### src/rtl/kbd_mmio_pkg.sv
// Shared definitions for the PS/2 keyboard MMIO port: bus window, register
// offsets, status bit positions and receiver state encoding.
package kbd_mmio_pkg;

    localparam int DATA_BUS = 32;

    localparam logic [31:0] KBD_BASE = 32'ha1000000;

    // Word offsets within the window (mem_addr[3:2])
    localparam logic [1:0] KBD_STATUS = 2'd0;
    localparam logic [1:0] KBD_DATA   = 2'd1;
    localparam logic [1:0] KBD_CTRL   = 2'd2;

    localparam logic MEM_READ  = 1'b0;
    localparam logic MEM_WRITE = 1'b1;

    // STATUS register bit positions
    localparam int ST_NONEMPTY  = 0;
    localparam int ST_OVF       = 1;
    localparam int ST_ERR       = 2;
    localparam int ST_COUNT_LSB = 8;

    typedef enum logic [1:0] {
        RX_IDLE   = 2'd0,
        RX_DATA   = 2'd1,
        RX_PARITY = 2'd2,
        RX_STOP   = 2'd3
    } rx_state_t;

    // A frame is good when the stop bit is high and data plus parity hold an odd number of ones
    function automatic logic frame_ok(input logic [7:0] data, input logic par, input logic stop);
        return stop & (^{data, par});
    endfunction

endpackage

### src/rtl/kbd_mmio_ps2_rx.sv
// PS/2 receiver: line synchronizers, clock glitch filter, frame FSM and
// mid-frame timeout. Emits one-cycle byte_valid / frame_err strobes.
//
//   state     | meaning
//   ----------+-----------------------------------------------
//   RX_IDLE   | waiting for a start bit (data low on a fall)
//   RX_DATA   | shifting in 8 data bits, LSB first
//   RX_PARITY | latching the odd-parity bit
//   RX_STOP   | checking stop bit and parity, then back to idle
module kbd_mmio_ps2_rx
    import kbd_mmio_pkg::*;
#(
    parameter int FILTER_LEN = 8,
    parameter int TIMEOUT    = 50000
) (
    input  logic       clk,
    input  logic       rst,
    input  logic       ps2_clk,
    input  logic       ps2_dat,
    output logic       byte_valid,
    output logic [7:0] byte_data,
    output logic       frame_err
);

    localparam int FLT_W = (FILTER_LEN > 1) ? $clog2(FILTER_LEN) : 1;
    localparam int TMR_W = $clog2(TIMEOUT + 1);
    localparam logic [FLT_W-1:0] FLT_RELOAD = FLT_W'(FILTER_LEN - 1);
    localparam logic [TMR_W-1:0] TMR_RELOAD = TMR_W'(TIMEOUT - 1);

    logic [1:0]       clk_sync;
    logic [1:0]       dat_sync;
    logic             clk_flt;
    logic             clk_flt_d;
    logic [FLT_W-1:0] flt_cnt;
    logic             fall;
    logic             dat_s;

    rx_state_t        state;
    logic [2:0]       bit_cnt;
    logic [7:0]       shift;
    logic             par_bit;
    logic [TMR_W-1:0] timer;

    assign dat_s = dat_sync[1];
    assign fall  = clk_flt_d & ~clk_flt;

    // Two-flop synchronizers; both lines idle high
    always_ff @(posedge clk) begin
        if (rst) begin
            clk_sync <= 2'b11;
            dat_sync <= 2'b11;
        end else begin
            clk_sync <= {clk_sync[0], ps2_clk};
            dat_sync <= {dat_sync[0], ps2_dat};
        end
    end

    // Accept a new ps2_clk level only after FILTER_LEN consecutive differing samples
    always_ff @(posedge clk) begin
        if (rst) begin
            clk_flt   <= 1'b1;
            clk_flt_d <= 1'b1;
            flt_cnt   <= FLT_RELOAD;
        end else begin
            clk_flt_d <= clk_flt;
            if (clk_sync[1] == clk_flt) begin
                flt_cnt <= FLT_RELOAD;
            end else if (flt_cnt == '0) begin
                clk_flt <= clk_sync[1];
                flt_cnt <= FLT_RELOAD;
            end else begin
                flt_cnt <= flt_cnt - FLT_W'(1);
            end
        end
    end

    // Frame FSM with timeout down-counter reloaded on every filtered falling edge
    always_ff @(posedge clk) begin
        if (rst) begin
            state      <= RX_IDLE;
            bit_cnt    <= '0;
            shift      <= '0;
            par_bit    <= 1'b0;
            timer      <= '0;
            byte_valid <= 1'b0;
            byte_data  <= '0;
            frame_err  <= 1'b0;
        end else begin
            byte_valid <= 1'b0;
            frame_err  <= 1'b0;

            if (fall) begin
                timer <= TMR_RELOAD;
            end else if (timer != '0) begin
                timer <= timer - TMR_W'(1);
            end

            if ((state != RX_IDLE) && !fall && (timer == '0)) begin
                state     <= RX_IDLE;
                frame_err <= 1'b1;
            end else if (fall) begin
                case (state)
                    RX_IDLE: begin
                        if (!dat_s) begin
                            state   <= RX_DATA;
                            bit_cnt <= '0;
                        end
                    end
                    RX_DATA: begin
                        shift   <= {dat_s, shift[7:1]};
                        bit_cnt <= bit_cnt + 3'd1;
                        if (bit_cnt == 3'd7) begin
                            state <= RX_PARITY;
                        end
                    end
                    RX_PARITY: begin
                        par_bit <= dat_s;
                        state   <= RX_STOP;
                    end
                    RX_STOP: begin
                        if (frame_ok(shift, par_bit, dat_s)) begin
                            byte_valid <= 1'b1;
                            byte_data  <= shift;
                        end else begin
                            frame_err <= 1'b1;
                        end
                        state <= RX_IDLE;
                    end
                    default: state <= RX_IDLE;
                endcase
            end
        end
    end

endmodule

### src/rtl/kbd_mmio.sv
// Memory-mapped PS/2 keyboard port: scan-code FIFO, register decode,
// first-cycle-qualified pop/clear side effects and sticky OVF/ERR flags.
module kbd_mmio
    import kbd_mmio_pkg::*;
#(
    parameter int FIFO_DEPTH = 16,
    parameter int FILTER_LEN = 8,
    parameter int TIMEOUT    = 50000
) (
    input  logic                clk,
    input  logic                rst,
    input  logic                ps2_clk,
    input  logic                ps2_dat,
    input  logic                ena,
    input  logic                mem_rw,
    input  logic [DATA_BUS-1:0] mem_addr,
    input  logic [DATA_BUS-1:0] mem_wdata,
    output logic [DATA_BUS-1:0] mem_rdata,
    output logic                kbd_nonempty
);

    localparam int PTR_W = $clog2(FIFO_DEPTH);
    localparam int CNT_W = PTR_W + 1;

    logic             byte_valid;
    logic [7:0]       byte_data;
    logic             frame_err;

    logic [7:0]       fifo_mem [FIFO_DEPTH];
    logic [PTR_W-1:0] wr_ptr;
    logic [PTR_W-1:0] rd_ptr;
    logic [CNT_W-1:0] count;

    logic [1:0]       offset;
    logic             rd_req;
    logic             wr_req;
    logic             rd_prev;
    logic [1:0]       off_prev;
    logic             rd_first;
    logic             fifo_empty;
    logic             fifo_full;
    logic             pop;
    logic             stat_clr;
    logic             flush;
    logic             push_ok;
    logic             push_drop;
    logic             ovf;
    logic             err;
    logic [DATA_BUS-1:0] status_word;
    logic             unused_bus;

    kbd_mmio_ps2_rx #(
        .FILTER_LEN (FILTER_LEN),
        .TIMEOUT    (TIMEOUT)
    ) u_rx (
        .clk        (clk),
        .rst        (rst),
        .ps2_clk    (ps2_clk),
        .ps2_dat    (ps2_dat),
        .byte_valid (byte_valid),
        .byte_data  (byte_data),
        .frame_err  (frame_err)
    );

    assign offset     = mem_addr[3:2];
    assign rd_req     = ena & (mem_rw == MEM_READ);
    assign wr_req     = ena & (mem_rw == MEM_WRITE);
    // A read held at the same offset only has side effects on its first cycle
    assign rd_first   = rd_req & ~(rd_prev & (off_prev == offset));
    assign fifo_empty = (count == '0);
    assign fifo_full  = (count == CNT_W'(FIFO_DEPTH));
    assign pop        = rd_first & (offset == KBD_DATA) & ~fifo_empty;
    assign stat_clr   = rd_first & (offset == KBD_STATUS);
    assign flush      = wr_req & (offset == KBD_CTRL) & mem_wdata[0];
    // A full FIFO still accepts a byte when a pop frees a slot in the same cycle
    assign push_ok    = byte_valid & (~fifo_full | pop);
    assign push_drop  = byte_valid & fifo_full & ~pop & ~flush;

    assign unused_bus = ^{mem_addr[DATA_BUS-1:4], mem_addr[1:0], mem_wdata[DATA_BUS-1:1]};

    // Pack the STATUS word from live FIFO state and sticky flags
    always_comb begin
        status_word                             = '0;
        status_word[ST_NONEMPTY]                = ~fifo_empty;
        status_word[ST_OVF]                     = ovf;
        status_word[ST_ERR]                     = err;
        status_word[ST_COUNT_LSB +: 8]          = 8'(count);
    end

    // FIFO pointers and occupancy; flush overrides any push in the same cycle
    always_ff @(posedge clk) begin
        if (rst || flush) begin
            wr_ptr <= '0;
            rd_ptr <= '0;
            count  <= '0;
        end else begin
            if (push_ok) begin
                wr_ptr <= wr_ptr + PTR_W'(1);
            end
            if (pop) begin
                rd_ptr <= rd_ptr + PTR_W'(1);
            end
            case ({push_ok, pop})
                2'b10:   count <= count + CNT_W'(1);
                2'b01:   count <= count - CNT_W'(1);
                default: count <= count;
            endcase
        end
    end

    // FIFO storage
    always_ff @(posedge clk) begin
        if (push_ok && !flush) begin
            fifo_mem[wr_ptr] <= byte_data;
        end
    end

    // Sticky flags: a new event in the clearing cycle was not yet reported, so it wins
    always_ff @(posedge clk) begin
        if (rst) begin
            ovf <= 1'b0;
            err <= 1'b0;
        end else begin
            if (stat_clr) begin
                ovf <= 1'b0;
                err <= 1'b0;
            end
            if (push_drop) begin
                ovf <= 1'b1;
            end
            if (frame_err) begin
                err <= 1'b1;
            end
        end
    end

    // Previous-cycle read request, for first-cycle detection
    always_ff @(posedge clk) begin
        if (rst) begin
            rd_prev  <= 1'b0;
            off_prev <= '0;
        end else begin
            rd_prev  <= rd_req;
            off_prev <= offset;
        end
    end

    // Registered read data and LED output
    always_ff @(posedge clk) begin
        if (rst) begin
            mem_rdata    <= '0;
            kbd_nonempty <= 1'b0;
        end else begin
            kbd_nonempty <= ~fifo_empty;
            mem_rdata    <= '0;
            if (rd_req) begin
                case (offset)
                    KBD_STATUS: mem_rdata <= status_word;
                    KBD_DATA: begin
                        if (!fifo_empty) begin
                            mem_rdata <= {{(DATA_BUS-8){1'b0}}, fifo_mem[rd_ptr]};
                        end
                    end
                    default: mem_rdata <= '0;
                endcase
            end
        end
    end

endmodule

### config.mk
export PLATFORM = sky130hd
export DESIGN_NAME = kbd_mmio
export DESIGN_NICKNAME = d
export VERILOG_FILES = /design/src/rtl/kbd_mmio_pkg.sv /design/src/rtl/kbd_mmio_ps2_rx.sv /design/src/rtl/kbd_mmio.sv
export SDC_FILE = /design/constraint.sdc
export NUM_CORES = 1
export LEC_CHECK = 0
export BUFFER_PORTS_ARGS = -buffer_cell sky130_fd_sc_hd__buf_2
export CAP_MARGIN = 5
export CORE_ASPECT_RATIO = 1.5
export CORE_UTILIZATION = 40
export CTS_CLUSTER_DIAMETER = 60
export DETAILED_ROUTE_END_ITERATION = 12
export SLEW_MARGIN = 25
export SYNTH_ARGS = -nofsm -noshare
export SYNTH_HDL_FRONTEND = slang
export SYNTH_HIERARCHICAL = 1
export SYNTH_SLANG_ARGS = --single-unit
### constraint.sdc
create_clock -name clk -period 2.2 [get_ports clk]
set_clock_uncertainty 0.05 [all_clocks]
set_input_delay 0.33 -clock clk [delete_from_list [all_inputs] [get_ports clk]]
set_output_delay 0.33 -clock clk [all_outputs]
set_load 0.005 [all_outputs]
### Word level (Yosys, flattened, before mapping)

Memory sizes are Yosys's and may differ from the RTL's. A register that Yosys moved wholly into a read port is not among the register bits.
Index checks and enable logic that the tools add are counted.

| operators by class | value |
|---|---|
| equality and inequality tests | 13 |
| bitwise operators | 28 |
| $add $sub $neg | 7 |
| muxes and demuxes | 22 |
| reductions and logical operators | 30 |

Operators by type and width:

| operator | count |
|---|---|
| $mux 16 | 2 |
| $pmux 13 s2 | 1 |
| $logic_not 16->1 | 1 |
| $reduce_bool 16->1 | 1 |
| $sub 16x1->16 const B | 1 |
| $and 1x1->1 | 15 |
| $not 1->1 | 12 |
| $reduce_bool 2->1 | 6 |
| $mux 1 | 10 |
| $pmux 5 s2 | 1 |
| $reduce_and 3->1 | 3 |
| $reduce_xor 9->1 | 1 |
| $add 4x1->4 const B | 2 |
| $eq 2x2->1 const B | 4 |
| $mux 4 | 2 |
| $mux 8 | 1 |
| $pmux 2 s4 | 1 |
| $reduce_and 4->1 | 2 |
| $eq 2x1->1 const B | 3 |
| $pmux 3 s2 | 1 |
| $reduce_or 2->1 | 3 |
| $add 5x1->5 const B | 1 |
| $eq 5x5->1 const B | 1 |
| $logic_not 5->1 | 1 |
| 19 further kinds | 24 |

| word-level totals | value |
|---|---|
| bits of input ports | 70 |
| RAM bits | 128 |
| register bits | 100 |
| memories kept | 1 |

Memories:

| memory | words | bits a word | read ports | clocked after Yosys merged registers in | wr ports | line | RTL |
|---|---|---|---|---|---|---|---|
| fifo_mem | 16 | 8 | 1 | 1 | 1 | kbd_mmio.sv:29 | `logic [7:0] fifo_mem [FIFO_DEPTH];` |

### Logic depth before layout (Yosys ltp)

Gate-level depths: netlist (run 1).

| depth | value |
|---|---|
| depth after elaboration | 11 |
| gate-level depth with buffers | 9 |
| depth with buffers taken out | 9 |

### Modules after synthesis

The synthesis (run 1) kept the hierarchy.

By module, submodules not included:

| module | times used | area an instance (um^2) | cells each |
|---|---|---|---|
| kbd_mmio | 1 | 6498.7 | 369 |
| kbd_mmio_ps2_rx | 1 | 2349.8 | 247 |

### Worst setup path after synthesis (run 1)

OpenSTA, ideal clock, no wires.

| timing path | value |
|---|---|
| path kind | input to register |
| start | input port mem_addr[3] |
| end | memory fifo_mem[4][0] (enable) |
| arrival | 2.017 ns |
| cell stages on the path | 7 |
| path buffers | 1 |
| slack | -0.199 ns |
| required time | 1.818 ns |
| library setup time | 0.332 ns |
| cell sequence | or3b_4 -> or3_4 -> nor2_8 -> o21ai_4 -> nor2b_4 -> clkbuf_2 -> and3_1 |

| between the ends | value |
|---|---|
| word-level cells in the longest chain between the ends | 11 |
| elaborated cells between the ends (all ways) | 16 |
| those cells by class | eq/ne: 3; mux: 2; bitwise: 9; reduce/logical: 2 |

Ends and longest elaborated chain:

| what | line | RTL |
|---|---|---|
| start, declared | kbd_mmio.sv:16 | `input logic [DATA_BUS-1:0] mem_addr,` |
| $eq 2x2->1 | kbd_mmio.sv:69 | `assign rd_first = rd_req & ~(rd_prev & (off_prev == offset));` |
| $and 1x1->1 | kbd_mmio.sv:69 |  |
| $not 1->1 | kbd_mmio.sv:69 |  |
| $and 1x1->1 | kbd_mmio.sv:69 |  |
| $and 1x1->1 (2 in a row) | kbd_mmio.sv:72 | `assign pop = rd_first & (offset == KBD_DATA) & ~fifo_empty;` |
| $or 1x1->1 | kbd_mmio.sv:76 | `assign push_ok = byte_valid & (~fifo_full \| pop);` |
| $and 1x1->1 | kbd_mmio.sv:76 |  |
| $logic_and 1x1->1 (*) | kbd_mmio.sv:113 | `if (push_ok && !flush) begin` |
| $mux 1 (*) | kbd_mmio.sv:113 |  |
| $mux 1 (implied by the code) (*) | kbd_mmio.sv:114 | `fifo_mem[wr_ptr] <= byte_data;` |
| end, declared | kbd_mmio.sv:29 |  |

Every way passes the cells marked *; elsewhere a longest branch is shown, timed or not.

### Worst setup path in the final report (run 1)

| timing path | value |
|---|---|
| start | register count[0] |
| end | register count[4] |

| between the ends | value |
|---|---|
| word-level cells in the longest chain between the ends | 7 |
| elaborated cells between the ends (all ways) | 13 |
| those cells by class | add/sub: 2; eq/ne: 3; mux: 1; bitwise: 5; reduce/logical: 2 |

Ends and longest elaborated chain:

| what | line | RTL |
|---|---|---|
| start, declared | kbd_mmio.sv:32 | `logic [CNT_W-1:0] count;` |
| start signal, assigned | kbd_mmio.sv:104 | `2'b10: count <= count + CNT_W'(1);` |
| start signal, assigned | kbd_mmio.sv:105 | `2'b01: count <= count - CNT_W'(1);` |
| start signal, assigned | kbd_mmio.sv:106 | `default: count <= count;` |
| $logic_not 5->1 | kbd_mmio.sv:70 | `assign fifo_empty = (count == '0);` |
| $not 1->1 | kbd_mmio.sv:72 |  |
| $and 1x1->1 | kbd_mmio.sv:72 |  |
| $or 1x1->1 | kbd_mmio.sv:76 |  |
| $and 1x1->1 | kbd_mmio.sv:76 |  |
| $eq 2x1->1 / $eq 2x2->1 (equally long branches) | kbd_mmio.sv:103 | `case ({push_ok, pop})` |
| $pmux 5 s2 / $reduce_bool 2->1 (equally long branches) | - |  |

Several ways; a longest one is shown, not always the timed one.
A chain may end at the register's enable or synchronous reset.

==> results of run 1 <==
cell type report:
class | instances | share of cell area
Clock buffer | 26 | 0.0554
Clock inverter | 12 | 0.00859
Inverter | 12 | 0.00442
Multi-Input combinational cell | 368 | 0.314
Sequential cell | 213 | 0.544
Tap cell | 272 | 0.0334
Timing Repair Buffer | 56 | 0.0400
per-layer routing:
| layer | share of wire | global-route usage | routed length, um | up-vias |
|---|---|---|---|---|
| met5 | 0 | 0 | 0 | - |
| met4 | 0.022 | 0.0496 | 380 | 0 |
| met3 | 0.031 | 0.0207 | 528 | 28 |
| met2 | 0.54 | 0.288 | 9200 | 90 |
| met1 | 0.40 | 0.179 | 6870 | 2539 |
| li1 | - | - | - | 2422 |
cell families after synthesis:
family          after synthesis  synth area share
xor+xnor                     19            0.0238
fa+ha+maj                    16            0.0226
compound gates               70            0.0527
flops                       213             0.627
mux                          62             0.121
buf+inv                      53            0.0320
other cells                   1          0.000424
simple gates                182             0.121
registers in the layout, summed over array words and instances (netlist names), 2 cells and up, named ones only:
| signal | flops |
|---|---|
| fifo_mem | 128 |
| u_rx/timer | 16 |
| mem_rdata | 13 |
| u_rx/byte_data | 8 |
| u_rx/shift | 8 |
| count | 5 |
| rd_ptr | 4 |
| wr_ptr | 4 |
| u_rx/bit_cnt | 3 |
| u_rx/flt_cnt | 3 |
| off_prev | 2 |
| u_rx/clk_sync | 2 |
| u_rx/dat_sync | 2 |
| u_rx/state | 2 |
timing repair:
item / 4_1_cts / 5_1_grt
setup buffers: 0 / 1
endpoints found under the hold margin: 2 / 0
resized for setup: 0 / 11
hold buffers: 2 / 0
setup endpoints to repair: 16 / 130
worst min-delay path: stages:
cell     delay, ns
buf_2         0.09
buf_4         0.11
nor3b_1       0.04
through the flow:
step / power (uW) / instances / instance area [um2] / setup TNS, ns
3_5_place_dp: 5590 / 918 / 9450 / -30.77
2_1_floorplan: 5350 / 634 / 8990 / -5.52
6_report: 8930 / 959 / 10200 / 0
5_1_grt: 9330 / 959 / 10200 / -0.0118
4_1_cts: 8990 / 958 / 10100 / -0.202
3_3_place_gp: 5540 / 918 / 9450 / -26.92
synth_stat cells (10+ instances only):
master | number | share of area
nor2_1 | 35 | 0.015
a211oi_1 | 12 | 0.010
or2_2 | 10 | 0.0071
nand2_1 | 20 | 0.0085
ha_1 | 16 | 0.023
and3_1 | 16 | 0.011
edfxtp_1 | 128 | 0.43
nor3_1 | 10 | 0.0057
buf_4 | 20 | 0.017
nor2b_1 | 12 | 0.0085
mux2i_1 | 25 | 0.028
mux4_2 | 35 | 0.089
dfxtp_1 | 85 | 0.19
xnor2_1 | 12 | 0.012
clkbuf_1 | 12 | 0.0051
inv_1 | 12 | 0.0051
nand2b_1 | 21 | 0.015
a21oi_1 | 19 | 0.011
cell usage in the layout, fill, tap and decap left out, types with 10 or more instances in the layout:
cell type  count
edfxtp_1     128
dfxtp_1       83
nor2_1        35
mux4_2        35
buf_4         29
mux2i_1       25
buf_2         22
nand2b_1      21
clkbuf_16     21
nand2_1       19
conb_1        19
a21oi_1       18
and3_4        16
ha_1          16
inv_1         12
xnor2_1       12
nor2b_1       12
a211oi_1      12
or2_2         10
how the worst max path moves through the flow:
stage	end	startpoint	slack [ns]	cells past startpoint
4_1_cts	fifo_mem[0][6]	off_prev[1]	-0.02	6
6_report	count[4]	count[0]	0.13	11
3_3_place_gp	fifo_mem[0][6]	mem_addr[3]	-0.27	7
5_1_grt	count[4]	count[0]	-0.01	11
3_5_place_dp	fifo_mem[0][6]	mem_addr[3]	-0.30	7
2_1_floorplan	fifo_mem[7][0]	mem_addr[3]	-0.07	7
report_power, final:
part | switching [uW] | total [uW] | internal (uW)
combinational | 584 | 1070 | 483
clock | 1460 | 3410 | 1950
sequential | 149 | 4450 | 4310
==> results.yml, run 1 <==
floorplanning:
  rows: 66
  fp.dieArea_um2: 22700
  io_pins: 103
  initial_utilization: 0.407
  die_x_um: 123
  die_h_um: 184
  fp.coreArea_um2: 21700
hold_path:
  hold_path_depth: 3
  min_from: "mem_rw"
  holdPathEnd: "rd_prev"
  worstHoldPathType: "in -> reg"
place:
  io_buffers: 22
  hpwl_um: 11600
  gp_congestion: 0.806
  place_ws_ns: -0.302
timing:
  max_freq_mhz: 484
  min_period_ns: 2.07
  holdWs_ns: 0.0719
  fin_ws_ns: 0.132
  hold_viol_final: 0
  setup_viol: 0
  timing.final.crit_share: 0.940
  worst_pin_slew_ns: 0.759
  report.final.slew_viol_count: 0
  relSlewSlack: 0.487
yosys:
  ys_seq_area_frac: 0.627
  netlist_instances: 616
  ys.flop_type: "edfxtp_1"
  syn_area_um2: 8850
  post_synth.cell_area_avg_um2: 14.4
  yosys_warnings: 6
  yosysUniqueCellTypes: 64
  ys_async_sr_fraction: 0
  synth_edf_count: 128
  ys_ff_latch: 213
route:
  detail_route.wl_per_cell_um: 17.7
  drt_iter0_drc: 325
  via_per_inst: 5.30
  final_antenna_net_count: 0
  postRouteWirelength_um: 17000
  num_vias: 5079
  drc: 0
  drtPass1Iterations: 4
final_layout:
  regArea_um2: 5550
  final_util: 0.469
  diodes: 0
  fillers: 1937
  drive_above_1_share: 0.237
  nets: 758
  area_growth_pct: 15.2
  multi_input_area_um2: 3200
power:
  irDropWorstVdd_v: 0.000414
  p_per_area_nw_per_um2: 876
  p_leak_uw: 0.00395
critical_path:
  cpLargestDelayFamily: "simple AND/OR/NAND/NOR gates"
  timing.rr.start: "count[0]"
  cp.required_ns: 2.51
  crit_chain: "nor4_2 -> buf_4 -> a21oi_2 -> nand2_2 -> xnor2_1 -> ha_1 -> buf_4 -> a31oi_2 -> o32ai_2 -> xnor2_1 -> nor2_1"
  worstSetupPathType: "reg -> reg"
  crit_fanout: 4
  reg2regPathDepth: 11
  r2r_slack_ns: 0.13
  arrival_ns: 2.38
  crit_path_end_kind: "flop"
  cp-start-kind: "flop"
  slowest_delay_ns: 0.32
  r2r-end: "count[4]"
  crit_path_top_delay_cell: "dfxtp_1"
  crit_buf_inv: 2
cts:
  clock_sinks: 213
  clk_latency_ns: 0.49
  cts_made_buffers: 21
  path_clk_slew_ns: 0.06
  cts-root-buf: "clkbuf_16"
  cts_tree: "done"
  ctsHtreeMaxLevel: 1
  clk_path_buf_depth: 3
grt:
  grt_start_max_net_pins: 37
  grt_pass1_vias: 5210
  grt.overflow.total: 0
  grt_pass1_wl_um: 27000
  track_usage: 0.155
  antenna_found_initial: 0
run:
  cap_violations: 0
outcome:
  status: "finished clean"
(Power assumes the default switching activity.)
==> inputs of run 2 (changes only) <==
--- a/config.mk
+++ b/config.mk
@@ -7,10 +7,10 @@
 export LEC_CHECK = 0
 export BUFFER_PORTS_ARGS = -buffer_cell sky130_fd_sc_hd__buf_2
 export CAP_MARGIN = 5
-export CORE_ASPECT_RATIO = 1.5
+export CORE_ASPECT_RATIO = 0.9
 export CORE_UTILIZATION = 40
-export CTS_CLUSTER_DIAMETER = 60
 export DETAILED_ROUTE_END_ITERATION = 12
+export PLACE_DENSITY_LB_ADDON = 0.05
 export SLEW_MARGIN = 25
 export SYNTH_ARGS = -nofsm -noshare
 export SYNTH_HDL_FRONTEND = slang
==> run 2 against run 1 <==
  * Largest cell class unchanged
  * Clock power up 19%
  * Non-clock buffer count up 2
  * Routed wire length up 1.9%
  * Clock-buffer cell count up 5
  * Sequential power about the same
  * Critical path type unchanged
  * Worst hold slack worse by 0.035 ns
  * Critical path depth unchanged
  * Core utilization up 1.0 points
==> results.yml, run 2 (same netlist as run 1, synthesis figures left out) <==
power:
  p_per_area_nw_per_um2: 924
  irDropWorstVdd_v: 0.000525
  p_leak_uw: 0.00406
timing:
  report.final.slew_viol_count: 0
  setup_viol: 0
  min_period_ns: 2.15
  relSlewSlack: 0.587
  rsz0062_at_grt: "yes"
  max_freq_mhz: 466
  timing.final.crit_share: 0.976
  tns_ns: 0
  fin_ws_ns: 0.0532
  worst_pin_slew_ns: 0.612
  hold_viol_final: 0
place:
  place_inst: 940
  io_buffers: 22
  gp_congestion: 0.776
  hpwl_um: 11500
  place_ws_ns: -0.290
  dpl-instance-area_um2: 9490
critical_path:
  crit_path_end_kind: "flop"
  crit_chain: "nor4_4 -> buf_4 -> a21oi_2 -> nand2_2 -> xnor2_1 -> ha_1 -> buf_4 -> a31oi_1 -> o32ai_2 -> xnor2_1 -> nor2_1"
  cpLargestDelayFamily: "simple AND/OR/NAND/NOR gates"
  arrival_ns: 2.48
  slowest_delay_ns: 0.35
  cp-start-kind: "flop"
  cp.required_ns: 2.53
  r2r_slack_ns: 0.05
  worstSetupPathType: "reg -> reg"
  crit_fanout: 4
  crit_path_top_delay_cell: "dfxtp_1"
  crit_start: "count[0]"
  crit_buf_inv: 2
  reg2regPathDepth: 11
  r2r-end: "count[4]"
  timing.rr.start: "count[0]"
cts:
  cts_made_buffers: 24
  clock_sinks: 213
  clk_latency_ns: 0.51
  path_clk_slew_ns: 0.06
  cts_tree: "done"
  clk_path_buf_depth: 3
  cts_setup_buffers: 0
  ctsHtreeMaxLevel: 1
  cts-root-buf: "clkbuf_16"
route:
  drc: 0
  final_antenna_net_count: 0
  via_per_inst: 5.15
  postRouteWirelength_um: 17300
  drt_iter0_drc: 333
  num_vias: 5084
  detail_route.wl_per_cell_um: 17.5
  drtPass1Iterations: 4
floorplanning:
  die_h_um: 143
  fp.coreArea_um2: 21600
  initial_utilization: 0.409
  die_x_um: 159
  rows: 51
  fp.dieArea_um2: 22700
  io_pins: 103
run:
  cap_violations: 0
outcome:
  status: "finished clean"
final_layout:
  design_area_um2: 10400
  top_regs: "fifo_mem x128, u_rx/timer x16, mem_rdata x13"
  area_growth_pct: 17.2
  instances_no_fill: 987
  drive_above_1_share: 0.250
  final_cell_mix: "128 x edfxtp_1, 84 x dfxtp_1, 35 x nor2_1, 35 x mux4_2, 33 x buf_4"
  layout_commonest_cell: "edfxtp_1"
  largest_reg_flops: 128
  fillers: 1847
  top_register: "fifo_mem"
  diodes: 0
  nets: 764
grt:
  grt_pass1_vias: 5055
  track_usage: 0.155
  grt.overflow.total: 0
  antenna_found_initial: 0
  grt_start_max_net_pins: 47
  grt_pass1_wl_um: 27400
hold_path:
  hold_path_depth: 2
  worstHoldPathType: "in -> reg"
  holdPathEnd: "ovf"
  min_from: "rst"
[run 2: stage by stage]
| stage | hold slack (ns) | util | power (uW) |
|---|---|---|---|
| 2_1_floorplan | 0.308 | - | 5350 |
| 3_3_place_gp | 0.315 | 0.438 | 5570 |
| 3_5_place_dp | 0.321 | 0.438 | 5580 |
| 4_1_cts | 0.0179 | 0.477 | 9670 |
| 5_1_grt | 0.0379 | 0.479 | 10000 |
| 6_report | 0.0372 | 0.479 | 9590 |
[run 2: power by group]
group	total, uW	internal, uW	leakage (uW)	switching, uW
clock network	4070	2520	0.000400	1550
registers	4450	4310	0.00217	146
logic	1070	485	0.00149	583
total	9590	7310	0.00406	2280
[run 2: area by class of cell]
type | count | area (um2) | share of cell area
inverter | 12 | 45.0 | 0.00434
clock inverter | 13 | 139 | 0.0134
multi-input combinational | 369 | 3200 | 0.309
sequential | 213 | 5550 | 0.535
clock buffer | 31 | 678 | 0.0654
tap | 291 | 364 | 0.0351
timing repair buffer | 58 | 398 | 0.0384
[run 2: worst max path at each step]
| stage | end | cells after the start | slack [ns] |
|---|---|---|---|
| 6_report | count[4] | 11 | 0.05 |
| 3_3_place_gp | fifo_mem[0][4] | 7 | -0.27 |
| 3_5_place_dp | fifo_mem[0][4] | 7 | -0.29 |
| 2_1_floorplan | fifo_mem[7][0] | 7 | -0.07 |
| 4_1_cts | count[4] | 9 | -0.005 |
| 5_1_grt | count[4] | 10 | -0.08 |
[run 2: what timing repair did]
action                     in CTS  in global routing
pin swaps                       0                  0
setup endpoints to repair       1                 50
hold buffers                    2                  0
hold endpoints to repair        2                  0
cloned                          0                  1
gates resized for setup         0                  7
[run 2: metal layers]
metal	GRT usage	vias to the layer above	share of wire
met4	0.0419	0	0.022
met3	0.0250	31	0.034
li1	-	2439	-
met1	0.217	2539	0.49
met2	0.249	75	0.46
met5	0	-	0
[run 2: worst reg2reg max path, stage by stage (launching register included)]
cell,delay (ns)
dfxtp_1,0.35
nor4_4,0.32
buf_4,0.18
a21oi_2,0.07
nand2_2,0.10
xnor2_1,0.07
ha_1,0.21
buf_4,0.15
a31oi_1,0.19
o32ai_2,0.12
xnor2_1,0.16
nor2_1,0.05
